## config.mk

```make
export PLATFORM = sky130hd
export DESIGN_NAME = mem_arbiter
export DESIGN_NICKNAME = d
export VERILOG_FILES = /design/src/rtl/rv32i_types.sv /design/src/rtl/mem_arbiter.sv
export SDC_FILE = /design/constraint.sdc
export NUM_CORES = 1
export LEC_CHECK = 0
export BUFFER_PORTS_ARGS = -buffer_cell sky130_fd_sc_hd__buf_4
export CORE_AREA = 5 5 537 539
export DETAILED_ROUTE_END_ITERATION = 12
export DIE_AREA = 0 0 542 544
export GPL_ROUTABILITY_DRIVEN = 0
export PLACE_DENSITY_LB_ADDON = 0.25
export SETUP_SLACK_MARGIN = 0.1
export SLEW_MARGIN = 20
export SYNTH_ARGS = -nofsm -noshare
export SYNTH_HDL_FRONTEND = slang
export SYNTH_SLANG_ARGS = --single-unit
```

## constraint.sdc

```tcl
create_clock -name clk -period 15.7 [get_ports clk]
set_input_delay 3.14 -clock clk [delete_from_list [all_inputs] [get_ports clk]]
set_output_delay 3.14 -clock clk [all_outputs]
set_load 0.01 [all_outputs]
```

## src/rtl/rv32i_types.sv

```systemverilog
// Shared type definitions for the memory arbiter: FSM states and requester ids.
// No logic; types only.
// Imported by mem_arbiter.
package rv32i_types;

    // Arbiter FSM states
    typedef enum logic [1:0] {
        IDLE    = 2'd0,
        SERVE_A = 2'd1,
        SERVE_B = 2'd2
    } arb_state_t;

    // Requester identity, used for round-robin tie breaking
    typedef enum logic {
        A = 1'b0,
        B = 1'b1
    } req_id_t;

endpackage

```

## src/rtl/mem_arbiter.sv

```systemverilog
// Two-port line arbiter: instruction side (A, read-only) and data side (B) share one memory port.
// Latency: request seen in IDLE at T -> pmem command at T+1 -> resp combinationally with pmem_resp.
// Backpressure: requester holds until its resp; one mandatory IDLE cycle between transactions.
module mem_arbiter
    import rv32i_types::*;
#(
    parameter int LINE_WIDTH = 256,
    parameter int ADDR_WIDTH = 32
) (
    input  logic                  clk,
    input  logic                  rst,

    input  logic                  a_read,
    input  logic [ADDR_WIDTH-1:0] a_address,
    output logic                  a_resp,
    output logic [LINE_WIDTH-1:0] a_rdata,

    input  logic                  b_read,
    input  logic                  b_write,
    input  logic [ADDR_WIDTH-1:0] b_address,
    input  logic [LINE_WIDTH-1:0] b_wdata,
    output logic                  b_resp,
    output logic [LINE_WIDTH-1:0] b_rdata,

    output logic                  pmem_read,
    output logic                  pmem_write,
    output logic [ADDR_WIDTH-1:0] pmem_address,
    output logic [LINE_WIDTH-1:0] pmem_wdata,
    input  logic                  pmem_resp,
    input  logic [LINE_WIDTH-1:0] pmem_rdata
);

    arb_state_t            state;
    arb_state_t            state_next;
    req_id_t               last_served;
    logic                  grant_a;
    logic                  grant_b;
    logic                  a_req;
    logic                  b_req;
    logic [ADDR_WIDTH-1:0] addr_q;
    logic [LINE_WIDTH-1:0] wdata_q;
    logic                  op_write_q;

    assign a_req = a_read;
    assign b_req = b_read | b_write;

    // Memory command fields come only from the grant-time snapshot, so they
    // stay stable even if the requester changes its lines mid-transaction.
    assign pmem_address = addr_q;
    assign pmem_wdata   = wdata_q;

    // Read data is forwarded straight through; only meaningful while resp is high.
    assign a_rdata = pmem_rdata;
    assign b_rdata = pmem_rdata;

    // State register; reset drops back to IDLE without waiting for a clock,
    // which also kills all command/resp outputs since they decode from state.
    always_ff @(posedge clk or posedge rst) begin
        if (rst) begin
            state <= IDLE;
        end else begin
            state <= state_next;
        end
    end

    // Snapshot the granted request and record who was served for round-robin.
    always_ff @(posedge clk or posedge rst) begin
        if (rst) begin
            addr_q      <= '0;
            wdata_q     <= '0;
            op_write_q  <= 1'b0;
            last_served <= A;
        end else if (grant_a) begin
            addr_q      <= a_address;
            wdata_q     <= '0;
            op_write_q  <= 1'b0;
            last_served <= A;
        end else if (grant_b) begin
            addr_q      <= b_address;
            wdata_q     <= b_wdata;
            // A simultaneous read+write from B is treated as a write.
            op_write_q  <= b_write;
            last_served <= B;
        end
    end

    // Next-state, grant and output decode.
    always_comb begin
        state_next = state;
        grant_a    = 1'b0;
        grant_b    = 1'b0;
        pmem_read  = 1'b0;
        pmem_write = 1'b0;
        a_resp     = 1'b0;
        b_resp     = 1'b0;

        case (state)
            IDLE: begin
                // pmem_resp is deliberately ignored here (stray or abandoned responses).
                if (a_req && b_req) begin
                    if (last_served == A) begin
                        grant_b = 1'b1;
                    end else begin
                        grant_a = 1'b1;
                    end
                end else if (a_req) begin
                    grant_a = 1'b1;
                end else if (b_req) begin
                    grant_b = 1'b1;
                end

                if (grant_a) begin
                    state_next = SERVE_A;
                end else if (grant_b) begin
                    state_next = SERVE_B;
                end
            end

            SERVE_A: begin
                pmem_read = 1'b1;
                a_resp    = pmem_resp;
                if (pmem_resp) begin
                    state_next = IDLE;
                end
            end

            SERVE_B: begin
                pmem_read  = ~op_write_q;
                pmem_write = op_write_q;
                b_resp     = pmem_resp;
                if (pmem_resp) begin
                    state_next = IDLE;
                end
            end

            default: begin
                state_next = IDLE;
            end
        endcase
    end

endmodule

```

**Word-level counts from Yosys, hierarchy flattened**

Cells that the tools add are included.

- Bitwise operators: 2
- Eq/ne operators: 4
- Muxes and demuxes: 27
- Reduce and logical (&&, ||, !) cells: 5

Operators by type and width:

| cell | number |
|---|---|
| 256-bit two-way mux | 2 |
| 32-bit two-way mux | 2 |
| 1-bit two-way mux | 18 |
| 2-bit two-way mux | 3 |
| 2-bit one-hot mux with 2 select lines | 1 |
| 3-bit != test, second input constant | 1 |
| 2-bit by 1-bit == test with 1-bit output, second input constant | 1 |
| 2-bit == test, second input constant | 1 |
| 2-bit zero test | 1 |
| 2-bit by 1-bit != test with 1-bit output, second input constant | 1 |
| 1-bit one-hot mux with 2 select lines | 1 |
| 2-bit AND reduction | 1 |
| 2-bit nonzero test | 1 |
| 2-bit OR reduction | 1 |
| 1-bit logical AND | 1 |
| 1-bit inverter | 1 |
| 1-bit OR | 1 |

- Register bits after elaboration: 292
- Word-level logic and storage cells: 43
- Input port bits: 582
- Output and inout bits: 804

**Longest topological paths before layout**

- Depth in word-level cells: 8
- Mapped depth: 7
- Mapped depth without buffers: 5

**Least setup slack after synthesis**

Ideal clock, no wire load.

- Kind: input to output
- Start point: input pmem_resp
- End point: output a_resp
- Data required time: 12.560 ns
- Buffers on the path: 0
- Cell stages on the path: 1
- Data arrival time: 3.305 ns
- Slack: 9.255 ns
- Cells stage by stage: and2_1

- Cells in the longest elaborated chain, start to end: 1

RTL lines:

| element | RTL line | source |
|---|---|---|
| start: declaration | mem_arbiter.sv:29 | `input logic pmem_resp,` |
| 1-bit two-way mux | mem_arbiter.sv:97 | `case (state)` |
| end: declaration | mem_arbiter.sv:15 | `output logic a_resp,` |

No other way between the ends.

**Final worst setup path**

- Start point: input pmem_resp
- End point: output b_resp

- Cells in the longest elaborated chain, start to end: 1

RTL lines:

| element | RTL line | source |
|---|---|---|
| 1-bit two-way mux | mem_arbiter.sv:97 |  |
| end: declaration | mem_arbiter.sv:22 | `output logic b_resp,` |

No other way between the ends.

==> impl_results.md <==
- Via count: 10873
- Cells after Synth: 1323
- CP Capture Type: output pin
- Top cells by area, synth: dfrtp_1 49%, buf_4 27%, a22o_1 15%
- Avg Inst Size Synth: 11.2 sq um
- Root Driver: clkbuf_16
- Sequential fraction of the synthesis area: 49.3%
- Fin crit share: 42.6%
- Worst hold-check path type: flip-flop to flip-flop
- Pre-antenna DRT Iters: 4
- DIE WIDTH: 542 microns
- FF-to-FF Start: state[0]
- Slew Viols, Final: 0
- Final wirelength: 137000 microns
- CTS buffer count: 46
- Run status: completed
- GRT overflow: 0
- Placed cell areas: 20000 sq um
- Number of antenna violations at the first check in global routing: 97
- Tmin final: 6.69 ns
- Tightest Pin Transition: 1.07 ns
- DP Wirelength: 119000 microns
- Worst hold slack: 0.481 ns
- Final Cell Area: 21500 sq um
- Largest net degree at the start of global routing: 124
- Layout net count: 1997
- PD cells: 203 nW/um^2
- Worst-path maximum fanout: 3
- Yosys cell types: 25
- Inst Count DP: 5126
- Final Util: 7.59%
- Synth warnings: 0
- Core footprint: 283000 sq um
- Tot GR Track Use: 8.85%
- DRT antenna net count: 0
- Die area: 295000 sq um
- Max-slew headroom: 28.8%
- IO Count: 1386
- FP Rows: 196
- Initial Utilization: 5.23%
- Hold Startpoint: pmem_address[13]
- TNS Setup: 0 ns
- # setup viols final: 0
- Post-CTS setup repair buffer count: 0
- Final Hold Fails: 0
- VDD IR max: 0.0888 mV
- CP startpoint kind: input port
- Maximum Capacitance Violations: 0
- Highest Clock Rate: 149 MHz
- Bufs on Longest Clock Path: 3
- Launch point of the worst path: pmem_resp
- CTS tree: done
- CP Class: input port to output pin
- Num Clock Sinks: 292
- Tot Pwr: 4.38 mW
- Cell Area, Synth: 14800 sq um
- Final setup skew: 0.0266 ns
- Syn_nets: 1908
- Area fraction of the dominant cell type after synthesis: 49.3%
- Die extent in y: 544 microns
- Yosys top cell by area: dfrtp_1
- DP Worst Slack: 8.72 ns
- H-tree depth: 2
- Residual DRC: 0
- Lkg Pwr: 8.87 nW
- Non-Filler Instances: 5218
- Worst Path Required: 12.56 ns
- Vias in the first global route: 11535
- Hold-fix buffers at CTS: 0
- First-pass GRT wire length: 163000 microns
- Skew-Pair Late Insertion Delay: 0.64 ns
- Mean number of vias per cell: 2.08
- Critical path arrival: 3.55 ns
- Worst-path clk slew: 0.05 ns
- Number of synthesized register bits: 292
- Synth-to-Final Area Change: 45.3%
- Share of layout cells above drive strength 1: 48.8%
- IO Port Bufs: 617
- RSZ-0062 raised after global routing: no
- DR WL/cell: 26.3 microns
- Initial DRC count: 615
- Post-cts sizing count: 0
- Min setup slack post-route: 9.01 ns
cell usage in the layout (no fill, tap or decap), types with 2 or more instances in the layout:
cell        count
clkbuf_16      46
clkbuf_8        6
ha_1            3
diode_2        14
a22o_1        257
dfrtp_1       292
inv_1           2
clkinv_2        6
clkinvlp_4      4
o21ai_1        24
buf_12          2
nor2b_1         2
bufinv_16       3
and2_1          3
buf_4         628
nand2_1        33
a21oi_1        32
clkbuf_1       11
a21o_1          3
o21ai_0        40
nand2b_1       32
kinds of logic after synthesis:
kind of cell | share of synthesized area, %
AND/OR/NAND/NOR | 2.47
AO/OA/AOI/OAI | 19.2
adder cells (fa/ha/maj) | 0.253
flip-flops | 49.3
buffers and inverters | 28.8
where the power goes:
| part | leakage, nW | internal (mW) | switching [mW] | total (mW) |
|---|---|---|---|---|
| registers | 3.69 | 1.09 | 0.227 | 1.31 |
| clock network | 0.701 | 0.612 | 0.424 | 1.04 |
| logic | 4.48 | 0.773 | 1.25 | 2.03 |
final timing paths:
kind	slack, ns	endpoint	depth (start not counted)
setup / recovery	9.01	b_resp	3
hold / removal	0.48	pmem_address[13]	2
setup reg to reg	11.64	pmem_wdata[93]	8
hold reg to reg	0.48	pmem_address[13]	2
max in group asynchronous	11.03	pmem_wdata[95]	4
min in group asynchronous	2.58	pmem_wdata[158]	2
synthesized netlist by cell type (all sizes together):
cell type and number:
nand2 33, a21o 3, nor2b 2, nor3 1, dfrtp 292, ha 3
o2bb2ai 1, and2 4, o21bai 1, o31a 1, buf 571, o21a 1
clkbuf 18, a211oi 1, inv 3, a22o 257, o21ba 1, o31ai 1
nand2b 32, o21ai 64, a21oi 33
critical path, stage by stage:
cell,delay [ns]
buf_4,0.12
and2_1,0.15
buf_4,0.14
sequential cells by signal (all words and copies together), names as in the netlist:
signal	cells
last_served	1
state	2
op_write_q	1
pmem_address	32
pmem_wdata	256
layout make-up:
| type | count | area [sq um] |
|---|---|---|
| antenna | 14 | 35.0 |
| clock buffer | 63 | 1270 |
| clock inverter | 15 | 175 |
| fill | 33084 | 262000 |
| inverter | 3 | 18.8 |
| multi-input combinational | 439 | 3260 |
| sequential | 292 | 7310 |
| tap | 3762 | 4710 |
| timing repair buffer | 630 | 4750 |
routing by layer:
layer / vias to the layer above / part of all wire, % / global-route usage [%]
li1: 4314 / - / -
met1: 4980 / 32 / 8.27
met2: 1045 / 41 / 12.8
met3: 490 / 20 / 7.95
met4: 44 / 7.1 / 5.32
met5: - / 0.26 / 0.276
Note: power is estimated with default switching activity, not from simulation.
